==> src/rtl/vga_pkg.sv <==
// Shared encodings and counter widths for the VGA display pipeline.
package vga_pkg;

    localparam int HCNT_W = 11;
    localparam int VCNT_W = 10;

    typedef enum logic [1:0] {
        CMD_NOP   = 2'b00,
        CMD_RUN   = 2'b01,
        CMD_BLANK = 2'b10,
        CMD_CLEAR = 2'b11
    } cmd_t;

    typedef enum logic [1:0] {
        ST_RUN      = 2'b00,
        ST_BLANK    = 2'b01,
        ST_CLEARING = 2'b10
    } state_t;

endpackage

==> src/rtl/vga_frame_det.sv <==
// Frame-start detector: one registered pulse per arrival of the counters at (0,0).
module vga_frame_det
    import vga_pkg::*;
(
    input  logic              clk,
    input  logic              rst,
    input  logic [HCNT_W-1:0] hcnt,
    input  logic [VCNT_W-1:0] vcnt,
    output logic              fs
);

    logic at_origin;
    logic seen;

    assign at_origin = (hcnt == '0) && (vcnt == '0);

    // 'seen' blocks repeat pulses while the counters sit at the origin (vga stalled).
    always_ff @(posedge clk) begin
        if (rst) begin
            seen <= 1'b0;
            fs   <= 1'b0;
        end else begin
            // NOTE: non-blocking so 'fs' uses the value of 'seen' from before this edge.
            seen <= at_origin;
            fs   <= at_origin & ~seen;
        end
    end

endmodule

==> src/rtl/vga_seq.sv <==
// Display sequencer: applies RUN/BLANK/CLEAR commands at frame boundaries.
// Optional blink generator enabled by defining VGA_SEQ_BLINK_EN.
module vga_seq
    import vga_pkg::*;
#(
    parameter int CLEAR_FRAMES = 2,
    parameter int BLINK_FRAMES = 30
) (
    input  logic              clk,
    input  logic              rst,
    input  logic [HCNT_W-1:0] hcnt,
    input  logic [VCNT_W-1:0] vcnt,
    input  logic              cmd_valid,
    input  logic [1:0]        cmd,
    output logic              cmd_ready,
    output logic              enable,
    output logic              clear,
    output logic [7:0]        frame_cnt,
    output logic              busy,
    output logic              blink
);

    localparam logic [3:0] CLR_LOAD = 4'(CLEAR_FRAMES - 1);

    logic   fs;
    state_t state,    state_nx;
    state_t ret_mode, ret_mode_nx;
    cmd_t   pend_cmd, pend_cmd_nx;
    logic   pend_v,   pend_v_nx;
    logic [3:0] clr_cnt, clr_cnt_nx;

    vga_frame_det u_frame_det (
        .clk  (clk),
        .rst  (rst),
        .hcnt (hcnt),
        .vcnt (vcnt),
        .fs   (fs)
    );

    assign cmd_ready = ~pend_v;
    assign busy      = pend_v | (state == ST_CLEARING);

    always_comb begin
        // NOTE: every target gets a default first so no path infers a latch.
        state_nx    = state;
        ret_mode_nx = ret_mode;
        pend_cmd_nx = pend_cmd;
        pend_v_nx   = pend_v;
        clr_cnt_nx  = clr_cnt;

        // Accept needs an empty slot, apply needs a full one, so they never collide.
        if (cmd_valid && !pend_v && cmd_t'(cmd) != CMD_NOP) begin
            pend_v_nx   = 1'b1;
            pend_cmd_nx = cmd_t'(cmd);
        end

        if (fs) begin
            case (state)
                ST_RUN, ST_BLANK: begin
                    if (pend_v) begin
                        pend_v_nx = 1'b0;
                        case (pend_cmd)
                            CMD_RUN:   state_nx = ST_RUN;
                            CMD_BLANK: state_nx = ST_BLANK;
                            CMD_CLEAR: begin
                                state_nx    = ST_CLEARING;
                                ret_mode_nx = state;
                                clr_cnt_nx  = CLR_LOAD;
                            end
                            default:   state_nx = state;
                        endcase
                    end
                end
                ST_CLEARING: begin
                    if (clr_cnt == 4'd0) state_nx = ret_mode;
                    else                 clr_cnt_nx = clr_cnt - 4'd1;
                end
                default: state_nx = ST_RUN;
            endcase
        end
    end

    always_ff @(posedge clk) begin
        if (rst) begin
            state     <= ST_RUN;
            ret_mode  <= ST_RUN;
            pend_cmd  <= CMD_NOP;
            pend_v    <= 1'b0;
            clr_cnt   <= 4'd0;
            enable    <= 1'b1;
            clear     <= 1'b0;
            frame_cnt <= 8'd0;
        end else begin
            state     <= state_nx;
            ret_mode  <= ret_mode_nx;
            pend_cmd  <= pend_cmd_nx;
            pend_v    <= pend_v_nx;
            clr_cnt   <= clr_cnt_nx;
            enable    <= (state_nx != ST_BLANK);
            clear     <= (state_nx == ST_CLEARING);
            if (fs) frame_cnt <= frame_cnt + 8'd1;
        end
    end

`ifdef VGA_SEQ_BLINK_EN
    localparam logic [7:0] BLINK_LAST = 8'(BLINK_FRAMES - 1);

    logic [7:0] blink_cnt;

    // Counts only frames that start in RUN; BLANK and CLEARING freeze the phase.
    always_ff @(posedge clk) begin
        if (rst) begin
            blink_cnt <= 8'd0;
            blink     <= 1'b0;
        end else if (fs && state == ST_RUN) begin
            if (blink_cnt == BLINK_LAST) begin
                blink_cnt <= 8'd0;
                blink     <= ~blink;
            end else begin
                blink_cnt <= blink_cnt + 8'd1;
            end
        end
    end
`else
    // Constant 0 for every legal BLINK_FRAMES (1..255).
    assign blink = (BLINK_FRAMES == 0);
`endif

endmodule

==> config.mk <==
export PLATFORM = sky130hd
export DESIGN_NAME = vga_seq
export DESIGN_NICKNAME = d
export VERILOG_FILES = /design/src/rtl/vga_pkg.sv /design/src/rtl/vga_frame_det.sv /design/src/rtl/vga_seq.sv
export SDC_FILE = /design/constraint.sdc
export NUM_CORES = 1
export LEC_CHECK = 0
export ABC_CLOCK_PERIOD_IN_PS = 2630
export CORE_MARGIN = 2
export CORE_UTILIZATION = 39
export CTS_CLUSTER_SIZE = 16
export DETAILED_ROUTE_END_ITERATION = 8
export GPL_TIMING_DRIVEN = 0
export PLACE_DENSITY = 0.74
export SETUP_SLACK_MARGIN = 0.2
export SLEW_MARGIN = 20
export SYNTH_ARGS = -nofsm -noshare
export SYNTH_HDL_FRONTEND = slang
export SYNTH_SLANG_ARGS = --single-unit
==> constraint.sdc <==
create_clock -name clk -period 2.63 [get_ports clk]
set_input_delay 0.526 -clock clk [delete_from_list [all_inputs] [get_ports clk]]
set_output_delay 0.526 -clock clk [all_outputs]
set_load 0.01 [all_outputs]
==> report_table.html <==
<table>
<tr><th>Metric</th><th>Value</th></tr>
<tr><th colspan="2">Clock tree</th></tr>
<tr><td>Number of buffers added for setup after CTS</td><td>0</td></tr>
<tr><td>Clock net sink count</td><td>23</td></tr>
<tr><td>Clock slew at reported path FFs</td><td>0.11 ns</td></tr>
<tr><td>Cell chosen for the clock root</td><td>clkbuf_4</td></tr>
<tr><td>Clock latency at the later pin of the worst-skew pair</td><td>0.30 ns</td></tr>
<tr><td>Clk buf depth</td><td>2</td></tr>
<tr><td>Clock tree from TritonCTS</td><td>done</td></tr>
<tr><td>H-tree levels</td><td>1</td></tr>
<tr><td>CTS buffer count</td><td>3</td></tr>
<tr><td>Cts hold-fix bufs</td><td>0</td></tr>
<tr><td>Number of gates resized after cts</td><td>0</td></tr>
<tr><th colspan="2">Setup path</th></tr>
<tr><td>Max FO, Critical Path</td><td>5</td></tr>
<tr><td>Required time of the worst setup path</td><td>2.10 ns</td></tr>
<tr><td>Worst reg2reg path depth</td><td>6</td></tr>
<tr><td>Start-to-end type of the worst setup path</td><td>flip-flop to primary output</td></tr>
<tr><td>Kind of start point of the critical path</td><td>flip-flop</td></tr>
<tr><td>Capturing point of the worst reg2reg path</td><td>clear</td></tr>
<tr><td>Crit path arrival time</td><td>1.72 ns</td></tr>
<tr><td>Reg-to-Reg Start</td><td>clr_cnt[0]</td></tr>
<tr><td>Setup slack of the worst register-to-register path</td><td>0.89 ns</td></tr>
<tr><td>Worst setup EP type</td><td>primary output</td></tr>
<tr><th colspan="2">Pwr</th></tr>
<tr><td>Switching share of total power</td><td>0.2121</td></tr>
<tr><td>Share of power burned in registers</td><td>0.620</td></tr>
<tr><td>P_int</td><td>0.4534 mW</td></tr>
<tr><td>Maximum VDD drop</td><td>375.5 uV</td></tr>
<tr><td>Clock network power share</td><td>0.273</td></tr>
<tr><td>Pwr per Cell Area</td><td>393.8 nW/um^2</td></tr>
<tr><td>Comb pwr share</td><td>0.107</td></tr>
<tr><td>Reported leakage power</td><td>0.5480 nW</td></tr>
<tr><td>Switching pwr</td><td>0.1221 mW</td></tr>
<tr><th colspan="2">Detailed routing</th></tr>
<tr><td>Total via count in the routed design</td><td>971</td></tr>
<tr><td>Number of DRC markers in iteration 0</td><td>16</td></tr>
<tr><td>Drt first pass iters</td><td>4</td></tr>
<tr><td>Routed length per instance</td><td>11.74 um</td></tr>
<tr><td>Total DRC errors in the routed layout</td><td>0</td></tr>
<tr><td>Drt via density</td><td>5.249</td></tr>
<tr><td>Remaining antenna violation count</td><td>0</td></tr>
<tr><td>Routed WL</td><td>2171 um</td></tr>
<tr><th colspan="2">Finish</th></tr>
<tr><td>Register cell area after layout</td><td>460.4 um^2</td></tr>
<tr><td>Fraction of layout cells with a size suffix above 1</td><td>0.08387</td></tr>
<tr><td>Final Instance Count excl. Fillers</td><td>185</td></tr>
<tr><td>Area added between synthesis and finish</td><td>40.89%</td></tr>
<tr><td>Antenna diode instance count</td><td>0</td></tr>
<tr><td>Combined area of the multi-input logic cells</td><td>539.3 um^2</td></tr>
<tr><td>Filler cell count</td><td>228</td></tr>
<tr><td>Net count of the finished layout</td><td>185</td></tr>
<tr><th colspan="2">Die</th></tr>
<tr><td>Core region area</td><td>2500 um^2</td></tr>
<tr><td>Total Die Area</td><td>3088 um^2</td></tr>
<tr><td># rows</td><td>18</td></tr>
<tr><td>Starting density of the core</td><td>0.4149</td></tr>
<tr><td>Die span in y</td><td>55.57 um</td></tr>
<tr><td>Count of pins on the block boundary</td><td>39</td></tr>
<tr><td>Die W</td><td>55.57 um</td></tr>
<tr><th colspan="2">Synth</th></tr>
<tr><td>Area share of the leading cell type in the synthesized netlist</td><td>0.4439</td></tr>
<tr><td>Post-synthesis sequential element count</td><td>23</td></tr>
<tr><td>Predominant post-synthesis flop cell</td><td>dfxtp_1</td></tr>
<tr><td>Sequential cell area fraction in the yosys report</td><td>0.4439</td></tr>
<tr><td>Fraction of registers with async set/reset</td><td>0</td></tr>
<tr><td>Syn Std Cell Area</td><td>1037 um^2</td></tr>
<tr><td>Syn_nets</td><td>144</td></tr>
<tr><td>Area contributors post-synth</td><td>dfxtp_1 (44%), nand2_1 (4.7%), a21oi_1 (4.3%)</td></tr>
<tr><td>Cell accounting for the most synthesized area</td><td>dfxtp_1</td></tr>
<tr><td>Warning count from the yosys run</td><td>0</td></tr>
<tr><td>Number of instances in the synthesized netlist</td><td>115</td></tr>
<tr><td>Mean cell area of the mapped netlist</td><td>9.020 um^2</td></tr>
<tr><td>Number of distinct library cells after synthesis</td><td>40</td></tr>
<tr><td>Number of synthesized flops with an enable pin</td><td>0</td></tr>
<tr><th colspan="2">Outcome</th></tr>
<tr><td>Status</td><td>finished, final reports clean</td></tr>
<tr><th colspan="2">Global routing</th></tr>
<tr><td>Initial antenna violation count</td><td>0</td></tr>
<tr><td>Largest net degree at the start of global routing</td><td>13</td></tr>
<tr><td>Grt ovf</td><td>0</td></tr>
<tr><td>Wire length of the first global-routing pass</td><td>3615 um</td></tr>
<tr><td>Vias in the first global route</td><td>917</td></tr>
<tr><td>All-Layer GR Usage</td><td>0.1418</td></tr>
<tr><th colspan="2">STA</th></tr>
<tr><td>Final hold violation count</td><td>0</td></tr>
<tr><td>Unrepaired setup endpoints after global routing</td><td>no</td></tr>
<tr><td>Aggregate negative setup slack</td><td>0 ns</td></tr>
<tr><td>Max frequency</td><td>444.6 MHz</td></tr>
<tr><td>Final clock skew</td><td>0.003304 ns</td></tr>
<tr><td>Final Critical Period</td><td>2.249 ns</td></tr>
<tr><td>Ratio of final minimum period to clock period</td><td>0.8551</td></tr>
<tr><td>Setup-violating endpoint count in the final report</td><td>0</td></tr>
<tr><td>Max-slew violation count</td><td>0</td></tr>
<tr><th colspan="2">Placement</th></tr>
<tr><td>Port buffer count</td><td>36</td></tr>
<tr><td>Final weighted congestion in routability-driven placement</td><td>0.8550</td></tr>
<tr><td>Number of cells after detailed placement</td><td>181</td></tr>
<tr><td>HPWL Detailed</td><td>1752 um</td></tr>
<tr><th colspan="2">Hold path</th></tr>
<tr><td>Launch point of the worst hold path</td><td>u_frame_det.seen</td></tr>
<tr><td>End point of the most critical hold path</td><td>u_frame_det.fs</td></tr>
<tr><td>Hold Crit Class</td><td>flip-flop to flip-flop</td></tr>
<tr><td>WHS Path Cells</td><td>1</td></tr>
<tr><th colspan="2">Run</th></tr>
<tr><td>Maximum Capacitance Violations</td><td>0</td></tr>
</table>
[registers in the layout (all words and copies together), names as in the netlist, named ones only]
| register | flops |
|---|---|
| state | 1 |
| u_frame_det.fs | 1 |
| clr_cnt | 4 |
| enable | 1 |
| pend_cmd | 2 |
| pend_v | 1 |
| u_frame_det.seen | 1 |
| frame_cnt | 8 |
| clear | 1 |
| ret_mode | 2 |
[power by group through the flow]
stage | clock (mW) | combinational, mW | sequential, mW
2_1_floorplan | 0 | 0.0176 | 0.363
3_3_place_gp | 0 | 0.0613 | 0.364
3_5_place_dp | 0 | 0.0622 | 0.364
6_report | 0.157 | 0.0618 | 0.357
5_1_grt | 0.179 | 0.0672 | 0.357
4_1_cts | 0.164 | 0.0623 | 0.357
[placed cells by master, fill, tap and decap left out, types with 2 or more instances in the layout]
cell type	n
clkbuf_4	3
nand4_1	5
o21ai_0	3
xor2_1	4
nor2_1	10
or3_1	3
dfxtp_1	23
clkbuf_1	2
nor2b_1	2
ha_1	3
inv_1	5
clkdlybuf4s50_1	36
nand2_1	13
o211ai_1	3
buf_1	2
a21oi_1	9
nor4_1	4
[critical path, cell delays in order (launching register included)]
cell and delay [ns]:
dfxtp_1 0.41, and2b_2 0.27, or2_2 0.28, clkdlybuf4s50_1 0.47
[kinds of logic (layout without fill, tap and decap cells)]
logic type	count (synthesis)	after routing	share of synthesized area
muxes	1	1	0.009651
and+or+nand+nor	50	50	0.2726
AOI/OAI and AO/OA	23	23	0.1556
DFF	23	23	0.4439
xor gates and xnor gates	5	5	0.04222
buffers and inverters	9	49	0.03619
adders and majority gates	3	3	0.03619
other	1	1	0.003615
[metrics by stage]
stage          setup WS (ns)    util  hold slack, ns  instance area [um^2]  power (mW)
6_report              0.3810  0.5846          0.3931                  1461      0.5755
5_1_grt               0.3082  0.5846          0.4152                  1461      0.6035
4_1_cts               0.3732  0.5846          0.3992                  1461      0.5832
3_5_place_dp          0.7001  0.5741          0.3820                  1435      0.4266
3_3_place_gp          0.7289  0.5741          0.3753                  1435      0.4256
2_1_floorplan          1.080       -          0.3674                  1037      0.3809
[routing by layer]
| metal | global-route usage | up-vias | share of wire |
|---|---|---|---|
| met5 | 0 | - | 0 |
| met2 | 0.2449 | 35 | 0.47 |
| met3 | 0.04651 | 2 | 0.070 |
| met4 | 0.02091 | 0 | 0.0028 |
| met1 | 0.1751 | 441 | 0.46 |
| li1 | - | 493 | - |
[how the worst max path moves through the flow]
stage          cells past startpoint             end  slack, ns        from
2_1_floorplan                      6           clear       1.08  clr_cnt[0]
3_3_place_gp                       3            busy       0.73   flip-flop
3_5_place_dp                       4  u_frame_det.fs       0.70     hcnt[4]
4_1_cts                            3            busy       0.37   flip-flop
5_1_grt                            3            busy       0.31   flip-flop
6_report                           3            busy       0.38   flip-flop
[cell usage after synthesis, types with 2 or more instances]
| library cell | instances |
|---|---|
| inv_1 | 5 |
| nor4_1 | 4 |
| o21ai_0 | 3 |
| xor2_1 | 4 |
| nor2b_1 | 2 |
| nand4_1 | 5 |
| dfxtp_1 | 23 |
| buf_1 | 2 |
| a21oi_1 | 9 |
| nand2_1 | 13 |
| ha_1 | 3 |
| nor2_1 | 10 |
| or3_1 | 3 |
| o211ai_1 | 3 |
[final cells by class]
cell class / instances / share of cell area
multi-input combinational: 83 / 0.3690
sequential: 23 / 0.3151
clock buffer: 4 / 0.01798
tap: 30 / 0.02568
inverter: 5 / 0.01284
timing repair buffer: 36 / 0.2466
buffer: 4 / 0.01284
Power figures use the tool's default switching activity.
